===== src/rtl/decode_shift_pkg.sv =====
// Shared constants for the hex-to-7-segment streaming block.
// Segment bit order is {dp,g,f,e,d,c,b,a}, active-high.
package decode_shift_pkg;

  localparam int unsigned DIGITS = 8;

  localparam logic [7:0] SEG_0     = 8'h3F;
  localparam logic [7:0] SEG_1     = 8'h06;
  localparam logic [7:0] SEG_2     = 8'h5B;
  localparam logic [7:0] SEG_3     = 8'h4F;
  localparam logic [7:0] SEG_4     = 8'h66;
  localparam logic [7:0] SEG_5     = 8'h6D;
  localparam logic [7:0] SEG_6     = 8'h7D;
  localparam logic [7:0] SEG_7     = 8'h07;
  localparam logic [7:0] SEG_8     = 8'h7F;
  localparam logic [7:0] SEG_9     = 8'h6F;
  localparam logic [7:0] SEG_A     = 8'h77;
  localparam logic [7:0] SEG_B     = 8'h7C;
  localparam logic [7:0] SEG_C     = 8'h39;
  localparam logic [7:0] SEG_D     = 8'h5E;
  localparam logic [7:0] SEG_E     = 8'h79;
  localparam logic [7:0] SEG_F     = 8'h71;
  localparam logic [7:0] SEG_BLANK = 8'h00;

  // Common-anode displays want every pattern, blank included, inverted.
  function automatic logic [7:0] seg_polarity(input logic [7:0] seg, input bit invert);
    return invert ? ~seg : seg;
  endfunction

endpackage


===== src/rtl/decode_shift_seg7_hex_decoder.sv =====
// Combinational 4-bit hex nibble to 7-segment pattern lookup.
// Letters render as A b C d E F; dp is never lit.
module seg7_hex_decoder
  import decode_shift_pkg::*;
(
  input  logic [3:0] nibble,
  output logic [7:0] seg
);

  always_comb begin
    seg = SEG_BLANK;
    unique case (nibble)
      4'h0: seg = SEG_0;
      4'h1: seg = SEG_1;
      4'h2: seg = SEG_2;
      4'h3: seg = SEG_3;
      4'h4: seg = SEG_4;
      4'h5: seg = SEG_5;
      4'h6: seg = SEG_6;
      4'h7: seg = SEG_7;
      4'h8: seg = SEG_8;
      4'h9: seg = SEG_9;
      4'hA: seg = SEG_A;
      4'hB: seg = SEG_B;
      4'hC: seg = SEG_C;
      4'hD: seg = SEG_D;
      4'hE: seg = SEG_E;
      4'hF: seg = SEG_F;
      default: seg = SEG_BLANK;
    endcase
  end

endmodule


===== src/rtl/decode_shift.sv =====
// Snapshots a counter on trigger and streams its nibbles LSN first as 7-segment
// patterns, one per clock, with a digit-select token during the first digit.
module decode_shift
  import decode_shift_pkg::*;
#(
  parameter int unsigned NUM_DIGITS = DIGITS,
  parameter bit          SEG_INVERT = 1'b0
) (
  input  logic                    clk,
  input  logic                    reset,
  input  logic [4*NUM_DIGITS-1:0] cnt_in,
  input  logic                    trigger,
  output logic [7:0]              segOut,
  output logic                    shiftOut
);

  localparam int unsigned IdxW = (NUM_DIGITS > 1) ? $clog2(NUM_DIGITS) : 1;
  localparam logic [IdxW-1:0] LastIdx  = IdxW'(NUM_DIGITS - 1);
  localparam logic [IdxW-1:0] FirstIdx = (NUM_DIGITS > 1) ? IdxW'(1) : '0;
  localparam logic [7:0] SegIdle = seg_polarity(SEG_BLANK, SEG_INVERT);

  logic [4*NUM_DIGITS-1:0] snap;
  logic [IdxW-1:0]         idx;
  logic                    busy;
  logic [3:0]              nibble;
  logic [7:0]              seg_dec;

  // Step 0 decodes straight from cnt_in so the first digit appears on the trigger edge.
  assign nibble = busy ? snap[{idx, 2'b00} +: 4] : cnt_in[3:0];

  seg7_hex_decoder u_dec (
    .nibble (nibble),
    .seg    (seg_dec)
  );

  // idx returns to 0 after the last digit; busy with idx==0 marks the mandatory idle edge.
  always_ff @(posedge clk or posedge reset) begin
    if (reset) begin
      snap     <= '0;
      idx      <= '0;
      busy     <= 1'b0;
      segOut   <= SegIdle;
      shiftOut <= 1'b0;
    end else if (!busy) begin
      if (trigger) begin
        snap     <= cnt_in;
        busy     <= 1'b1;
        idx      <= FirstIdx;
        segOut   <= seg_polarity(seg_dec, SEG_INVERT);
        shiftOut <= 1'b1;
      end
    end else if (idx == '0) begin
      busy     <= 1'b0;
      segOut   <= SegIdle;
      shiftOut <= 1'b0;
    end else begin
      segOut   <= seg_polarity(seg_dec, SEG_INVERT);
      shiftOut <= 1'b0;
      idx      <= (idx == LastIdx) ? '0 : idx + IdxW'(1);
    end
  end

endmodule


===== config.mk =====
export PLATFORM = sky130hd
export DESIGN_NAME = decode_shift
export DESIGN_NICKNAME = d
export VERILOG_FILES = /design/src/rtl/decode_shift_pkg.sv /design/src/rtl/decode_shift_seg7_hex_decoder.sv /design/src/rtl/decode_shift.sv
export SDC_FILE = /design/constraint.sdc
export NUM_CORES = 1
export LEC_CHECK = 0
export CAP_MARGIN = 20
export CORE_MARGIN = 2
export CORE_UTILIZATION = 52
export DETAILED_ROUTE_END_ITERATION = 16
export HOLD_SLACK_MARGIN = 0.03
export PLACE_DENSITY = 0.84
export SYNTH_ARGS = -nofsm -noshare
export SYNTH_HDL_FRONTEND = slang
export SYNTH_SLANG_ARGS = --single-unit

===== constraint.sdc =====
create_clock -name clk -period 2.7 [get_ports clk]
set_input_delay 0.675 -clock clk [delete_from_list [all_inputs] [get_ports clk]]
set_output_delay 0.675 -clock clk [all_outputs]
set_load 0.01 [all_outputs]

After elaboration in Yosys (flattened, before gate mapping)
Memories as Yosys holds them, arrays and structs flattened.
Index checks and enable logic that the tools add are counted.
- $add $sub $neg: 1
- multipliers: 0
- divide/modulo/power cells: 0
- magnitude comparators: 0
- eq/ne operators: 2
- shifts and indexed selects: 1
- muxes and demuxes: 13
- bitwise operators: 1
- reduce and logical (&&, ||, !) cells: 4
- operators by type and width (operator ; count):
    $shiftx 32x6->4 ; 1
    $mux 8 ; 3
    $mux 3 ; 4
    $mux 1 ; 5
    $mux 4 ; 1
    $reduce_and 2->1 ; 2
    $add 3x1->3 const B ; 1
    $eq 3x3->1 const B ; 1
    $logic_not 3->1 ; 1
    $ne 2x2->1 const B ; 1
    $reduce_bool 2->1 ; 1
    $not 1->1 ; 1
- flip-flop bits (word level): 45
- bits in latches: 0
- bits in writable memories: 0
- memory bits (read-only): 112
- bits of input ports: 35
- output and inout bits: 9
- logic and storage cells: 28
- memories kept: 1
- memory list (memory ; words ; bits a word ; read ports ; clocked after Yosys merged registers in ; wr ports ; line ; RTL):
    (name not given) ; 16 ; 7 ; 1 ; 0 ; 0 ; decode_shift_seg7_hex_decoder.sv:12 ; unique case (nibble)

Logic depth before layout (Yosys ltp)
Gate-level depths: netlist of run 1.
An unclocked memory read counts as a cell.
- word-level depth: 5
- depth in mapped cells: 13
- mapped depth without buffers: 11

By module
From an unflattened synthesis of run 1, not the netlist that was laid out.
- cell total of the unflattened synthesis: 182
- area total of the unflattened synthesis: 2334.7 µm²
- modules (own cells, without submodules) (module ; instances ; cells each ; area an instance (µm²) ; seq. area each (µm²)):
    decode_shift ; 1 ; 147 ; 2040.7 ; 1126.1
    seg7_hex_decoder ; 1 ; 35 ; 294.0 ; 0.0

Worst setup path before layout of run 1
Ideal clock, no wire load.
- path kind: register to register
- from: register idx[0]
- to: register segOut[4]
- library setup time: 133 ps
- data arrival time: 2403 ps
- required time: 2567 ps
- slack: 164 ps
- stages on the path, launching flop included: 13
- buffers on the path: 2
- clock period less this slack: 2536 ps
- path through: dfrtp_1 buf_6 buf_12 mux4_1 nand2_1 nand3_1 o21ai_2 inv_1 ha_1 a22oi_1 a21oi_1 a2111oi_0 nor2_1
- longest elaborated chain between the ends: 5
- elaborated cells on any way between the ends: 7
- those cells by class: shift (1); mux (4); reduce/logical (1); memory (1)
- RTL lines (element ; line ; RTL):
    start: declaration ; decode_shift.sv:23 ; logic [IdxW-1:0] idx;
    start signal: assignment ; decode_shift.sv:48 ; idx <= FirstIdx;
    start signal: assignment ; decode_shift.sv:59 ; idx <= (idx == LastIdx) ? '0 : idx + IdxW'(1);
    $shiftx 32x6->4 ; decode_shift.sv:29 ; assign nibble = busy ? snap[{idx, 2'b00} +: 4] : cnt_in[3:0];
    $mux 4 ; decode_shift.sv:29 ;
    $mem_v2 16x7 ; n/a ;
    $mux 8 (on tied branches) ; decode_shift.sv:45, decode_shift.sv:52 ;
    $mux 8 (*) ; decode_shift.sv:44 ; end else if (!busy) begin
    end signal: assignment ; decode_shift.sv:42 ; segOut <= SegIdle;
    end signal: assignment ; decode_shift.sv:49 ; segOut <= seg_polarity(seg_dec, SEG_INVERT);
    end signal: assignment ; decode_shift.sv:54 ; segOut <= SegIdle;
    end: declaration ; decode_shift.sv:13 ; output logic [7:0] segOut,
Every way passes the cells marked *; elsewhere a longest branch is shown, timed or not. The select of a mux whose other input is x is not followed.
A chain may end at the register's enable or synchronous reset.

Worst setup path in the final report of run 1
Ends and elaborated chain as after synthesis.

==> results.toml, run 1 <==
[clock_tree]
cts_setup_buffers = 0
holdBufCountCts = 0
clockBufferDepth = 2
cts_tree = "built"
clk_latency_ns = 0.31
cts_root_buffer = "clkbuf_8"
clk_pin_slew_ns = 0.09
cts_max_level = 2
cts_resized = 0
cts.sinks = 44
cts_buffers = 5

[final_layout]
drive_above_1_share_pct = 25.5
fin_nets = 292
final_area_um2 = 3000
multi_input_area_um2 = 1220
fin_util_pct = 67.5
final_cell_mix = "dfrtp_1 (43), clkdlybuf4s50_1 (42), mux2_2 (34)"
area.sequential_um2 = 1100
num_antenna_cells = 0
syn_to_final_growth_pct = 22.5
fill_cells = 332
mostFrequentLayoutCell = "dfrtp_1"

[synthesis]
yosys_warnings = 0
yosys.area.top_type = "dfrtp_1"
avgSynthCellArea_um2 = 12.3
synth.area.top_cells = "dfrtp_1 (45%), mux2_2 (16%), ha_1 (5.6%)"
syn-num-nets = 245
synth_flop_cell = "dfrtp_1"
synth_enable_flop_cells = 0
postSynth.asyncResetShare_pct = 100
ys_seq_elements = 44
ys_types = 48
netlist_area_um2 = 2450
yosys.area.top_type_share_pct = 44.9
synth_seq_area_share_pct = 44.9
synthCells = 199

[setup_path]
worstPathArrival_ns = 2.66
critPathKind = "flip-flop to flip-flop"
cp-start-kind = "flip-flop"
required_ns = 2.88
endpoint_kind = "flip-flop"
cp_max_fo = 6

[sta]
max_freq_ghz = 0.403
fin_crit_sh_pct = 91.9
relSlewSlack_pct = 63.4
slew_violations = 0
timing.final.hold_violations = 0
worst-slew-pin-transition_ns = 0.549
hold_ws_ns = 0.478
fin_worst_skew_ns = 0.00985
final.min_clock_period_ns = 2.48
setup_viol = 0
grt_setup_unrepaired = "false"
fin_tns_setup_ns = 0

[drt]
drt_iter0_drc = 130
wire_per_inst_um = 16.2
wirelength_mm = 4.86
drtPass1Iterations = 4
vias_per_cell = 5.68
ant_nets = 0
num_vias = 1697
drcViolationCount = 0

[flow_run]
cap_viol_max_count = 0

[hold_path]
hp-class = "flip-flop to flip-flop"

[floorplan]
ioPinCount = 44
die-area_um2 = 5280
core-area_um2 = 4440
rows = 24
die_w_um = 72.6
initial_core_util_pct = 55.1
die_h_um = 72.6

[global_routing]
antenna_found_initial = 0
grt_pass1_wl_mm = 8.34
grt_max_degree = 45
overflow = 0
globalRouteTotalUtil_pct = 20.8
grt_pass1_vias = 1714

[power]
power_density_nw_per_um2 = 1310
max-vdd-ir-drop_mv = 0.625
p_leak_nw = 1.31
power_mw = 3.92

[placed_design]
placed_area_um2 = 2910
hpwlAfterDp_mm = 3.55
io_buffers = 42
gp_congestion = 0.876

[run_status]
status = "finished clean"
-- critical path, stage by stage (launching register included) --
cell       delay (ns)
dfrtp_2          0.44
mux4_1           0.58
nand2_1          0.09
nand3_1          0.11
o21ai_2          0.09
inv_1            0.10
ha_1             0.23
a22oi_1          0.18
a21oi_1          0.08
a2111oi_0        0.36
nor2_1           0.09
-- state kept, by name, summed over array words and instances (netlist names) --
register,count
segOut,7
idx,3
snap,32
shiftOut,1
busy,1
-- logic make-up (layout without fill, tap and decap cells) --
family	after synthesis	in the layout	share of synthesized area, %
other	1	1	0.153
flip-flops	44	44	44.9
buffers and inverters	21	69	5.26
AO/OA/AOI/OAI	31	31	9.91
XOR/XNOR	1	1	0.358
adder cells (fa/ha/maj)	11	11	5.62
AND/OR/NAND/NOR	44	44	10.1
multiplexers	46	46	23.7
-- report_power, final --
group	internal, mW	total [mW]	switching (mW)
sequential	1.01	1.25	0.244
clock	0.185	0.419	0.233
combinational	1.19	2.25	1.06
total	2.38	3.92	1.53
-- final timing paths --
check	startpoint	end	slack [ns]	cells after the start
setup / recovery	idx[0]	segOut[4]	0.22	10
hold / removal	segOut[5]	segOut[5]	0.48	2
setup reg to reg	idx[0]	segOut[4]	0.22	10
hold reg to reg	segOut[5]	segOut[5]	0.48	2
max in group asynchronous	reset	idx[0]	1.50	3
min in group asynchronous	reset	snap[15]	0.80	3
-- cell usage after synthesis, types with 2 or more instances --
cell type,number
nor2_1,9
mux2i_1,7
a31oi_1,2
nor2b_1,2
nand3_1,4
nand3b_1,2
dfrtp_1,44
buf_6,4
a221o_1,2
mux4_1,4
ha_1,11
nand2_1,15
inv_1,10
o221ai_1,2
mux2_2,34
o22ai_1,3
o21ai_0,3
clkbuf_1,5
a21oi_1,3
a22oi_1,3
nor3_1,3
-- per-layer routing --
layer	part of all wire [%]	GRT usage (%)	wire length, um	vias up
li1	-	-	-	811
met1	47	28.2	2290	829
met2	46	32.1	2260	46
met3	4.5	5.25	220	11
met4	2.0	8.44	95	0
met5	0	0	0	-
-- layout make-up --
type	count	area share, %
inverters	10	1.25
flip-flops and latches	44	36.7
well taps	52	2.17
repair buffers	51	16.3
multi-input cells	134	40.7
clock inverters	1	0.292
clock buffers	7	2.54
-- metrics by stage --
stage               instances  worst slack, ns
finish                    299            0.220
global route              299           0.0227
CTS                       299            0.145
detailed placement        291            0.140
global placement          291            0.218
floorplan                 199            0.164
Note: power is estimated with default switching activity, not from simulation.
==> run 2, diff against run 1 <==
--- a/config.mk
+++ b/config.mk
@@ -7,10 +7,11 @@
 export LEC_CHECK = 0
 export CAP_MARGIN = 20
 export CORE_MARGIN = 2
-export CORE_UTILIZATION = 52
+export CORE_UTILIZATION = 47
 export DETAILED_ROUTE_END_ITERATION = 16
 export HOLD_SLACK_MARGIN = 0.03
-export PLACE_DENSITY = 0.84
+export PLACE_DENSITY = 0.81
 export SYNTH_ARGS = -nofsm -noshare
 export SYNTH_HDL_FRONTEND = slang
+export SYNTH_HIERARCHICAL = 1
 export SYNTH_SLANG_ARGS = --single-unit
==> constraint.sdc (replaced) <==
create_clock -name clk -period 2.1 [get_ports clk]
set_input_delay 0.525 -clock clk [delete_from_list [all_inputs] [get_ports clk]]
set_output_delay 0.525 -clock clk [all_outputs]
set_load 0.01 [all_outputs]
==> run 2 against run 1 <==
  * The run now ends with negative setup slack left
  * Final area up 7.8%
  * Combinational power up 58%
  * Critical endpoint is now segOut[3]
  * Global-route usage shrank 0.44 points
  * Critical path type unchanged
  * Clock power is 30% higher
  * Via count decreased by 3.1%
  * Register-to-register slack worse by 0.39 ns
  * Non-clock buffer count rose by 16
==> results.toml, run 2 <==
[setup_path]
ff2ff_setup_slack_ns = -0.17
r2r_cells = 8
required_ns = 2.29
critPathKind = "flip-flop to flip-flop"
worstPathArrival_ns = 2.47
reg2reg_to = "segOut[3]"
rr_startpoint = "idx[0]"
cp-start-kind = "flip-flop"
endpoint_kind = "flip-flop"
cp_max_fo = 11

[final_layout]
drive_above_1_share_pct = 39.5
final_cells = 315
mostFrequentLayoutCell = "dfrtp_1"
fill_cells = 374
num_antenna_cells = 0
area.sequential_um2 = 1130
final_cell_mix = "dfrtp_1 (45), clkdlybuf4s50_1 (43), mux2_2 (35)"
fin_nets = 292
multi_input_area_um2 = 1240
reg.largest.list = "snap (32), segOut (8), idx (3)"
final_area_um2 = 3230
top_register = "snap"
syn_to_final_growth_pct = 38.5
largest_reg_flops = 32

[sta]
setup_viol = 7
grt_setup_unrepaired = "true"
slew_violations = 0
fin_crit_sh_pct = 108
max_freq_ghz = 0.440
setup_slack_ns = -0.173
fin_worst_skew_ns = 0.00814
timing.final.hold_violations = 0
final.min_clock_period_ns = 2.27

[drt]
drcViolationCount = 0
wirelength_mm = 5.02
drtPass1Iterations = 4
drt_iter0_drc = 102
wire_per_inst_um = 15.9
vias_per_cell = 5.22
ant_nets = 0
num_vias = 1644

[clock_tree]
clockBufferDepth = 2
cts_buffers = 5
cts_tree = "built"
clk_pin_slew_ns = 0.09
clk_latency_ns = 0.30
holdBufCountCts = 0
cts_root_buffer = "clkbuf_8"
cts_max_level = 2
cts.sinks = 45

[hold_path]
worstHoldEndpoint = "shiftOut"
hp-class = "flip-flop to flip-flop"
hold-path-cell-count = 2
hold_path_startpoint = "shiftOut"

[floorplan]
die-area_um2 = 5550
initial_core_util_pct = 49.1
die_h_um = 74.5
ioPinCount = 44
rows = 25
core-area_um2 = 4750
die_w_um = 74.5

[placed_design]
io_buffers = 43
gp_congestion = 0.822
hpwlAfterDp_mm = 3.53
preCtsSetupSlack_ns = -0.337
placed_area_um2 = 3030
place_inst = 305

[power]
power_density_nw_per_um2 = 1770
max-vdd-ir-drop_mv = 0.828
p_leak_nw = 1.37

[synthesis]
synth_seq_area_share_pct = 48.2
synth_flop_cell = "dfrtp_1"
synth.most_common_cell = "dfrtp_1"
ys_types = 28
ys_seq_elements = 45
synth_enable_flop_cells = 0
yosys.area.top_type = "dfrtp_1"
syn-num-nets = 227
postSynth.asyncResetShare_pct = 100
synthCells = 182
yosys_warnings = 6
yosys.area.top_type_share_pct = 48.2
avgSynthCellArea_um2 = 12.8
synth.area.top_cells = "dfrtp_1 (48%), mux2_2 (17%), mux2i_1 (7.7%)"
netlist_area_um2 = 2330
netlist_top_cells_count = "dfrtp_1 (45), mux2_2 (35), mux2i_1 (18)"

[global_routing]
antenna_found_initial = 0
grt_pass1_wl_mm = 8.38
grt_max_degree = 46
globalRouteTotalUtil_pct = 20.4
overflow = 0
grt_pass1_vias = 1658

[run_status]
failed_checks = "negative setup slack"
status = "complete, but fails checks"

[flow_run]
cap_viol_max_count = 0
## run 2: cell type report
cell class / count / area share, %
clock inverter: 3 / 0.658
sequential: 45 / 34.8
timing repair buffer: 67 / 20.0
tap: 67 / 2.59
clock buffer: 5 / 2.13
inverter: 10 / 1.39
multi-input combinational: 118 / 38.4
## run 2: kinds of logic (layout without fill, tap and decap cells)
family	count (synthesis)	after routing	synth area share, %
AOI/OAI and AO/OA	31	32	10.7
buffers and inverters	20	85	5.04
and+or+nand+nor	21	21	4.93
other	1	1	0.161
adders and majority gates	10	10	5.36
muxes	54	54	25.6
DFF	45	45	48.2
## run 2: how the worst max path moves through the flow
stage               slack (ns)         to      start
floorplan                -0.11  segOut[3]     idx[0]
global placement         -0.27  segOut[3]  cnt_in[1]
detailed placement       -0.34  segOut[3]  cnt_in[1]
CTS                      -0.17  segOut[3]     idx[0]
global route             -0.24  segOut[3]     idx[0]
finish                   -0.17  segOut[3]     idx[0]
## run 2: worst max-delay path, stage by stage, from the launching register on
cell and delay [ns]:
dfrtp_1 0.40, buf_12 0.17, mux2i_4 0.26, a22oi_2 0.12
a31o_4 0.28, inv_4 0.09, ha_4 0.20, mux4_2 0.45
a22o_1 0.19
## run 2: metal layers
metal	routed length [um]	up-vias	share of wire, %	global-route usage (%)
met1	2210	820	44	26.4
met4	72	0	1.4	7.34
li1	-	785	-	-
met2	2580	33	51	34.1
met5	0	-	0	0
met3	148	6	2.9	3.93
## run 2: timing repair
action / CTS / global route
pin swaps: 1 / 3
setup buffers: 1 / 0
gates cloned: 1 / 0
resized for setup: 11 / 10
setup endpoints to repair: 7 / 7
## run 2: per-stage QoR
step / total power [mW] / utilization, % / TNS [ns] / hold slack (ns)
after floorplan: 3.72 / - / -0.106 / 0.480
after global placement: 4.63 / 63.7 / -1.22 / 0.471
after detailed placement: 4.77 / 63.7 / -1.55 / 0.485
after CTS: 5.56 / 67.0 / -0.539 / 0.506
after global routing: 6.11 / 68.0 / -1.08 / 0.521
final: 5.72 / 68.0 / -0.511 / 0.497
## run 2: where the power goes
| part | total [mW] | switching, mW | internal [mW] |
|---|---|---|---|
| clock network | 0.543 | 0.307 | 0.236 |
| registers | 1.61 | 0.296 | 1.32 |
| logic | 3.56 | 1.57 | 2.00 |
==> run 3, diff against run 2 <==
--- a/config.mk
+++ b/config.mk
@@ -7,10 +7,12 @@
 export LEC_CHECK = 0
 export CAP_MARGIN = 20
 export CORE_MARGIN = 2
-export CORE_UTILIZATION = 47
+export CORE_UTILIZATION = 35
+export CTS_BUF_LIST = sky130_fd_sc_hd__clkbuf_2
 export DETAILED_ROUTE_END_ITERATION = 16
 export HOLD_SLACK_MARGIN = 0.03
-export PLACE_DENSITY = 0.81
+export MAX_ROUTING_LAYER = met4
+export PLACE_DENSITY = 0.65
 export SYNTH_ARGS = -nofsm -noshare
 export SYNTH_HDL_FRONTEND = slang
 export SYNTH_HIERARCHICAL = 1
==> run 3 against run 2 <==
  * The run still ends with negative setup slack left
  * Clock power decreased by 30%
  * Worst hold slack got worse by 0.095 ns
  * Clock skew increased by 0.010 ns
  * Count of clock-buffer cells in the layout unchanged
  * Non-clock buffer count increased by 3
  * Setup slack improved by 0.013 ns
  * Final area decreased by 1.7%
  * Sequential cell count unchanged
  * Combinational power decreased by 3%
  * Die area increased by 32%
  * Sequential power about the same
  * Critical path type unchanged
  * Largest cell class unchanged
  * Largest power group unchanged
  * Highest routed layer unchanged
==> results.toml, run 3 (synthesis gave the netlist of run 2 again) <==
[floorplan]
die-area_um2 = 7340
rows = 29
core-area_um2 = 6390
die_w_um = 85.7
initial_core_util_pct = 36.6
ioPinCount = 44
die_h_um = 85.7

[power]
max-vdd-ir-drop_mv = 0.699
p_leak_nw = 1.38
power_mw = 5.43
power_density_nw_per_um2 = 1710

[global_routing]
overflow = 0
antenna_found_initial = 0
grt_max_degree = 46
grt_pass1_vias = 1725
grt_pass1_wl_mm = 8.17
globalRouteTotalUtil_pct = 14.6

[clock_tree]
clk_pin_slew_ns = 0.25
clk_latency_ns = 0.41
cts.sinks = 45
cts_max_level = 2
cts_tree = "built"
cts_root_buffer = "clkbuf_2"
cts_buffers = 5
clockBufferDepth = 2

[drt]
drt_iter0_drc = 53
ant_nets = 0
wirelength_mm = 4.84
num_vias = 1646
wire_per_inst_um = 14.8
vias_per_cell = 5.02
drcViolationCount = 0
drtPass1Iterations = 4

[setup_path]
critical-path-slowest-cell = "dfrtp_1"
cp-start-kind = "flip-flop"
required_ns = 2.42
cp_max_fo = 6
endpoint_kind = "flip-flop"
worstPathArrival_ns = 2.59
critPathKind = "flip-flop to flip-flop"
ff2ff_setup_slack_ns = -0.16
max_stage_delay_ns = 0.46
reg2reg_to = "segOut[3]"
r2r_cells = 9
rr_startpoint = "idx[0]"
cp_top_family = "compound AO/OA/AOI/OAI gates"
crit_buf_inv = 3
path_cells = "buf_6 -> mux2i_4 -> a22oi_1 -> a31o_2 -> buf_6 -> ha_4 -> inv_1 -> mux4_2 -> a22o_1"
crit_path_frequent_cell = "buf_6"

[final_layout]
final_cells = 328
reg.largest.list = "snap (32), segOut (8), idx (3)"
mostFrequentLayoutCell = "dfrtp_1"
fin_nets = 295
final_cell_mix = "dfrtp_1 (45), clkdlybuf4s50_1 (43), mux2_2 (34)"
fin_util_pct = 49.8
syn_to_final_growth_pct = 36.2
fill_cells = 586
top_register = "snap"
num_antenna_cells = 0
largest_reg_flops = 32
drive_above_1_share_pct = 37.1

[hold_path]
hp-class = "primary input to async pin"

[sta]
fin_crit_sh_pct = 108
final.min_clock_period_ns = 2.26
hold_ws_ns = 0.401
max_freq_ghz = 0.442
timing.final.hold_violations = 0
grt_setup_unrepaired = "true"
slew_violations = 0
setup_viol = 6
fin_worst_skew_ns = 0.0186
setup_slack_ns = -0.161

[run_status]
failed_checks = "negative setup slack"
status = "complete, but fails checks"

[placed_design]
place_inst = 316
hpwlAfterDp_mm = 3.56
io_buffers = 43
gp_congestion = 0.762

[flow_run]
cap_viol_max_count = 0
## run 3: worst reg2reg max path, delay by kind of cell (launching register included)
kind                     cells  cell delay (ns)
AO/OA/AOI/OAI                3             0.62
flip-flops                   1             0.46
buffers and inverters        3             0.33
multiplexers                 2             0.62
adder cells (fa/ha/maj)      1             0.14
## run 3: layer usage
metal	vias up	global-route usage, %	wire (um)
li1	793	-	-
met1	804	17.5	2150
met2	36	23.9	2400
met3	13	3.66	170
met4	0	5.48	121
met5	-	-	0
## run 3: power breakdown
part / leakage [nW] / switching, mW / total (mW) / internal (mW)
logic: 0.820 / 1.49 / 3.46 / 1.97
clock network: 0.0310 / 0.297 / 0.382 / 0.0858
registers: 0.531 / 0.273 / 1.58 / 1.31
total: 1.38 / 2.06 / 5.43 / 3.37
## run 3: area by class of cell
type                    count  area, um2  share of cell area, %
multi-input cells         118       1190                   37.5
inverters                  10       45.0                   1.42
well taps                  77       96.3                   3.03
clock inverters             3       21.3                  0.669
repair buffers             70        673                   21.2
flip-flops and latches     45       1130                   35.4
clock buffers               5       25.0                  0.787
## run 3: what timing repair did
item / CTS / global route
resized for setup: 4 / 12
cloned: 1 / 0
setup buffers: 0 / 3
pin swaps: 3 / 8
endpoints found under the setup margin: 6 / 7
hold buffers: 0 / 0
## run 3: worst max path at each step
stage	cells after the start	start	slack, ns	to
2_1_floorplan	9	idx[0]	-0.11	segOut[3]
3_3_place_gp	7	cnt_in[0]	-0.30	segOut[3]
3_5_place_dp	9	cnt_in[0]	-0.33	segOut[5]
4_1_cts	8	idx[0]	-0.16	segOut[3]
5_1_grt	8	idx[0]	-0.27	segOut[3]
6_report	9	idx[0]	-0.16	segOut[3]
## run 3: metrics by stage
| step | TNS [ns] | setup slack [ns] | area (um2) |
|---|---|---|---|
| after global routing | -1.28 | -0.269 | 3180 |
| after detailed placement | -1.67 | -0.333 | 3030 |
| after CTS | -0.621 | -0.161 | 3100 |
| after global placement | -1.57 | -0.298 | 3030 |
| after floorplan | -0.106 | -0.106 | 2380 |
| final | -0.501 | -0.161 | 3180 |
